### config.mk
export PLATFORM = sky130hd
export DESIGN_NAME = imem_loader
export DESIGN_NICKNAME = d
export VERILOG_FILES = /design/src/rtl/imem_loader.sv
export SDC_FILE = /design/constraint.sdc
export NUM_CORES = 1
export LEC_CHECK = 0
export BUFFER_PORTS_ARGS = -buffer_cell sky130_fd_sc_hd__buf_2
export CORE_MARGIN = 10
export CORE_UTILIZATION = 57
export DETAILED_ROUTE_END_ITERATION = 10
export GPL_TIMING_DRIVEN = 0
export PLACE_DENSITY = 0.86
export RECOVER_POWER = 100
export SYNTH_ARGS = -nofsm -noshare
export SYNTH_HDL_FRONTEND = slang
export SYNTH_SLANG_ARGS = --single-unit
### constraint.sdc
create_clock -name clk -period 2.8 [get_ports clk]
set_input_delay 0.14 -clock clk [delete_from_list [all_inputs] [get_ports clk]]
set_output_delay 0.14 -clock clk [all_outputs]
set_load 0.1 [all_outputs]
### src/rtl/imem_loader.sv
// Byte-stream boot loader: receives a length-prefixed program image and writes it word by word into
// instruction memory while holding the CPU in reset. Optional trailing XOR checksum via IMEM_LOADER_CHECKSUM_EN.
module imem_loader #(
    parameter int DEPTH  = 1024,
    parameter int ADDR_W = 10
) (
    input  logic              clk,
    input  logic              reset,
    input  logic              in_valid,
    input  logic [7:0]        in_data,
    output logic              in_ready,
    output logic              mem_we,
    output logic [ADDR_W-1:0] mem_addr,
    output logic [31:0]       mem_wdata,
    output logic              cpu_hold,
    output logic              done,
    output logic              error
);

`ifdef IMEM_LOADER_CHECKSUM_EN
    typedef enum logic [2:0] {S_LEN_LO, S_LEN_HI, S_DATA, S_CSUM, S_DONE, S_ERR} state_t;
    localparam state_t S_AFTER_DATA = S_CSUM;
`else
    typedef enum logic [2:0] {S_LEN_LO, S_LEN_HI, S_DATA, S_DONE, S_ERR} state_t;
    localparam state_t S_AFTER_DATA = S_DONE;
`endif

    localparam logic [16:0] DEPTH_L = 17'(DEPTH);

    state_t      state, state_next;
    logic [7:0]  len_lo;
    logic [15:0] len;
    logic [15:0] len_full;
    logic [1:0]  byte_pos;
    logic [16:0] word_idx;
    logic [23:0] word_buf;
    logic        accepting;
    logic        xfer;
    logic        last_word;
`ifdef IMEM_LOADER_CHECKSUM_EN
    logic [7:0]  csum;
`endif

    assign accepting = (state != S_DONE) && (state != S_ERR);
    assign in_ready  = accepting;
    assign xfer      = in_valid && accepting;
    assign len_full  = {in_data, len_lo};
    assign last_word = ((word_idx + 17'd1) == {1'b0, len});
    assign cpu_hold  = (state != S_DONE);
    assign done      = (state == S_DONE);
    assign error     = (state == S_ERR);

    always_comb begin
        state_next = state;
        case (state)
            S_LEN_LO: if (xfer) state_next = S_LEN_HI;
            S_LEN_HI: begin
                if (xfer) begin
                    if ({1'b0, len_full} > DEPTH_L)
                        state_next = S_ERR;
                    else if (len_full == 16'd0)
                        state_next = S_AFTER_DATA;
                    else
                        state_next = S_DATA;
                end
            end
            S_DATA: if (xfer && byte_pos == 2'd3 && last_word) state_next = S_AFTER_DATA;
`ifdef IMEM_LOADER_CHECKSUM_EN
            S_CSUM: if (xfer) state_next = (in_data == csum) ? S_DONE : S_ERR;
`endif
            default: state_next = state;
        endcase
    end

    // Control path: state, counters, write strobe and address; reset abandons any load in flight
    always_ff @(posedge clk) begin
        if (reset) begin
            state     <= S_LEN_LO;
            byte_pos  <= 2'd0;
            word_idx  <= 17'd0;
            mem_we    <= 1'b0;
            mem_addr  <= '0;
            mem_wdata <= 32'd0;
`ifdef IMEM_LOADER_CHECKSUM_EN
            csum      <= 8'd0;
`endif
        end else begin
            state  <= state_next;
            mem_we <= 1'b0;
            if (xfer) begin
`ifdef IMEM_LOADER_CHECKSUM_EN
                if (state != S_CSUM) csum <= csum ^ in_data;
`endif
                if (state == S_LEN_HI) begin
                    byte_pos <= 2'd0;
                    word_idx <= 17'd0;
                end
                if (state == S_DATA) begin
                    byte_pos <= byte_pos + 2'd1;
                    if (byte_pos == 2'd3) begin
                        mem_we    <= 1'b1;
                        mem_wdata <= {in_data, word_buf};
                        mem_addr  <= word_idx[ADDR_W-1:0];
                        word_idx  <= word_idx + 17'd1;
                    end
                end
            end
        end
    end

    // Data path: length bytes and partial word, always overwritten before use
    always_ff @(posedge clk) begin
        if (xfer) begin
            if (state == S_LEN_LO) len_lo <= in_data;
            if (state == S_LEN_HI) len <= len_full;
            if (state == S_DATA) begin
                case (byte_pos)
                    2'd0:    word_buf[7:0]   <= in_data;
                    2'd1:    word_buf[15:8]  <= in_data;
                    2'd2:    word_buf[23:16] <= in_data;
                    default: word_buf        <= word_buf;
                endcase
            end
        end
    end

endmodule

==> metrics.md <==
| Metric | Value |
|---|---|
| Status | complete, no violations |
| Vias | 3931 |
| Post-synth EDFFs | 48 |
| Average size of a mapped cell | approximately 9.9 sq um |
| Ratio of cells with drive above 1 in the final layout | under 10% |
| Crit path from | word_idx[0]$_SDFFE_PP0P_ |
| Port Buffers | between 50 and 60 |
| Post-route setup TNS | 0 ns |
| Drt pass-1 iters | 5 |
| # IOs | 58 |
| Synth top area cells | edfxtp_1 31%, dfxtp_1 28%, nand2_1 8.5%, a21oi_1 6.9%, xnor2_1 3.4% |
| Sequential cell area fraction in the yosys report | 59.6% |
| Maximum Capacitance Violations | 0 |
| Post-synthesis async set-or-reset flop share | 0% |
| Reg2Reg Setup Slack | ~0.12 ns |
| Layout area overhead | 22.7% |
| FMAX | 373 MHz |
| Synth Net Count | between 400 and 500 |
| RSZ-0062 raised after global routing | no |
| Worst hold slack | around 0.052 ns |
| DRC viols | 0 |
| Root buffer cell | clkbuf_8 |
| Number of warnings issued by yosys | 0 |
| Mapped Cells | about 460 |
| Clock Tree Buf Depth | 2 |
| CP Data Required Time | approximately 3.2 ns |
| Pwr/cell area | approximately 730 nW/um^2 |
| CP arrival | just over 3 ns |
| Synth cell types | 43 |
| Post-synthesis cell area | about 4600 sq um |
| Gr usage total | between 20% and 30% |
| Endpoints failing hold | 0 |
| Total Routed Length | 13300 um |
| Via density | 5.94 |
| Leakage | between 1.5 and 2 nW |
| Fin util | between 70% and 80% |
| Cells after DPL | a little over 600 |
| Fin crit period | 2.68 ns |
| WL per Instance | 20.1 um |
| Number of buffers created by CTS | 17 |
| VDD IR max | 0.548 mV |
| Clock transition at path regs | 0.06 ns |
| CTS tree | done |
| Worst skew pair latency | around 0.52 ns |
| Antenna violations before repair | 0 |
| Synth top area share | between 30% and 40% |
| Initial Util | roughly three fifths |
| Largest net degree at the start of global routing | 20 |
| H-tree levels | 4 |
| Crit start category | flip-flop |
| Most common cell in the netlist | nand2_1 |
| CTS sink cnt | 113 |
| Worst Skew | ~0.009 ns |
| Post-CTS Setup Bufs | 0 |
| Die H | ~110 um |
| Placer Congestion | slightly above 0.9 |
| Die Wd | approximately 110 um |
| Most common flop cell mapped by yosys | dfxtp_1 |
| Register-to-Register Path Depth | 8 |
| CP Class | flip-flop to flip-flop |
| N_diodes | 0 |
| ANT nets after route | 0 |
| Final nets | 564 |
| Detail Placement HPWL | 8040 um |
| CP Capture Point | state[0]$_SDFFE_PP0P_ |
| DIE AREA | around 12000 sq um |
| WHS Path Cells | 4 |
| Iter 0 DRT Violations | about 340 |
| Max-slew headroom at the worst pin | between 10% and 20% |
| Crit share post-route | 95.8% |
| Endpoints failing setup | 0 |
| First-pass GRT wire length | roughly 21000 um |
| Vias in the first global route | a little under 4000 |
| Worst-margin pin slew | 1.23 ns |
| CORE AREA | roughly 8000 sq um |
| Final Max Slew Viols | 0 |
| R2R Path End | state[0]$_SDFFE_PP0P_ |
| CP Capture Type | flip-flop |
| Worst r2r src | word_idx[0]$_SDFFE_PP0P_ |
| Seq cells post-synth | 113 |
| Final Non-Filler Cells | about 660 |
| Row cnt | 32 |
| Critical path peak fanout | 7 |
| Overflow after GRT | 0 |
| Total power | between 4 and 5 mW |
| Worst min-delay path category | input port to flip-flop |
| Commonest cells in the netlist | 104 x nand2_1, 65 x dfxtp_1, 63 x a21oi_1 |
| Top cell type by total area after synthesis | edfxtp_1 |
| Fillers | ~540 |
==> registers in the layout (all words and copies together), names as in the netlist <==
signal and cells:
byte_pos 2, len 16, len_lo 8, mem_addr 10, mem_wdata 32, mem_we 1, state 3, word_buf 24
word_idx 17
==> cells by family (layout without fill, tap and decap cells) <==
logic type,after synthesis,count (layout),synth area share [%]
AND/OR/NAND/NOR,192,192,19.5
adder cells (fa/ha/maj),5,5,1.36
multiplexers,3,3,0.788
flip-flops,113,113,59.6
buffers and inverters,37,134,3.15
AO/OA/AOI/OAI,87,87,10.7
XOR/XNOR,26,26,4.95
==> per-stage QoR <==
stage,area (sq um),setup slack [ns]
after global routing,5650,0.0277
final,5650,0.117
after global placement,5020,0.0791
after detailed placement,5020,0.0231
after floorplan,4610,0.0130
after CTS,5720,0.0617
==> timing repair <==
| action | in CTS | in global routing |
|---|---|---|
| endpoints found under the setup margin | 1 | 1 |
| hold buffers | 9 | 0 |
| cloned | 0 | 0 |
| gates resized for setup | 1 | 2 |
| endpoints found under the hold margin | 48 | 0 |
==> routing by layer <==
layer	track usage, %	share of wire [%]	vias to the layer above
li1	-	-	1781
met1	25.9	36	1860
met2	38.7	51	247
met3	7.61	9.8	43
met4	10.4	3.0	0
met5	0	0	-
==> critical path: stages, from the launching register on <==
cell      delay [ns]
dfxtp_2         0.45
ha_2            0.28
nand3_1         0.24
or3_1           0.43
xnor2_1         0.17
a211oi_2        0.16
nand4_1         0.17
o31a_1          0.34
mux2_1          0.31
==> layout make-up <==
cell class	count	area (sq um)	area share (%)
inverters	12	45.0	0.798
well taps	102	128	2.26
plain buffers	25	100	1.77
flip-flops and latches	113	2750	48.6
clock buffers	18	418	7.40
multi-input cells	313	1720	30.4
repair buffers	66	308	5.45
clock inverters	13	188	3.32
==> layout by cell type, fill, tap and decap left out, drive strengths merged, types with 2 or more instances in the layout <==
master,instances
bufinv,4
xor2,8
clkbuf,93
dlygate4sd3,9
mux2,2
clkinv,5
o21ai,7
nor3,16
a21oi,63
or3,4
nor4,5
or4,4
and3,8
edfxtp,48
xnor2,18
nand3,13
o31a,2
ha,5
a22oi,2
a31oi,4
nand2,104
nor2,32
buf,7
dfxtp,65
clkinvlp,3
inv,13
a211oi,2
nand4,2
==> worst min-delay path by stage <==
| stage | from | to | slack (ns) |
|---|---|---|---|
| 2_1_floorplan | in_data[2] | len[10]$_DFFE_PP_ | 0.24 |
| 3_3_place_gp | len_lo[3]$_DFFE_PP_ | len[3]$_DFFE_PP_ | 0.43 |
| 3_5_place_dp | len_lo[0]$_DFFE_PP_ | len[0]$_DFFE_PP_ | 0.44 |
| 4_1_cts | in_valid | byte_pos[0]$_SDFFE_PP0P_ | 0.04 |
| 5_1_grt | in_valid | byte_pos[0]$_SDFFE_PP0P_ | 0.10 |
| 6_report | in_valid | byte_pos[0]$_SDFFE_PP0P_ | 0.05 |
==> where the power goes <==
group	internal, mW	total, mW	switching, mW	leakage, nW
registers	1.75	1.77	0.0176	0.963
logic	0.0398	0.151	0.111	0.682
clock network	1.44	2.22	0.776	0.287
Note: power is estimated with default switching activity, not from simulation.
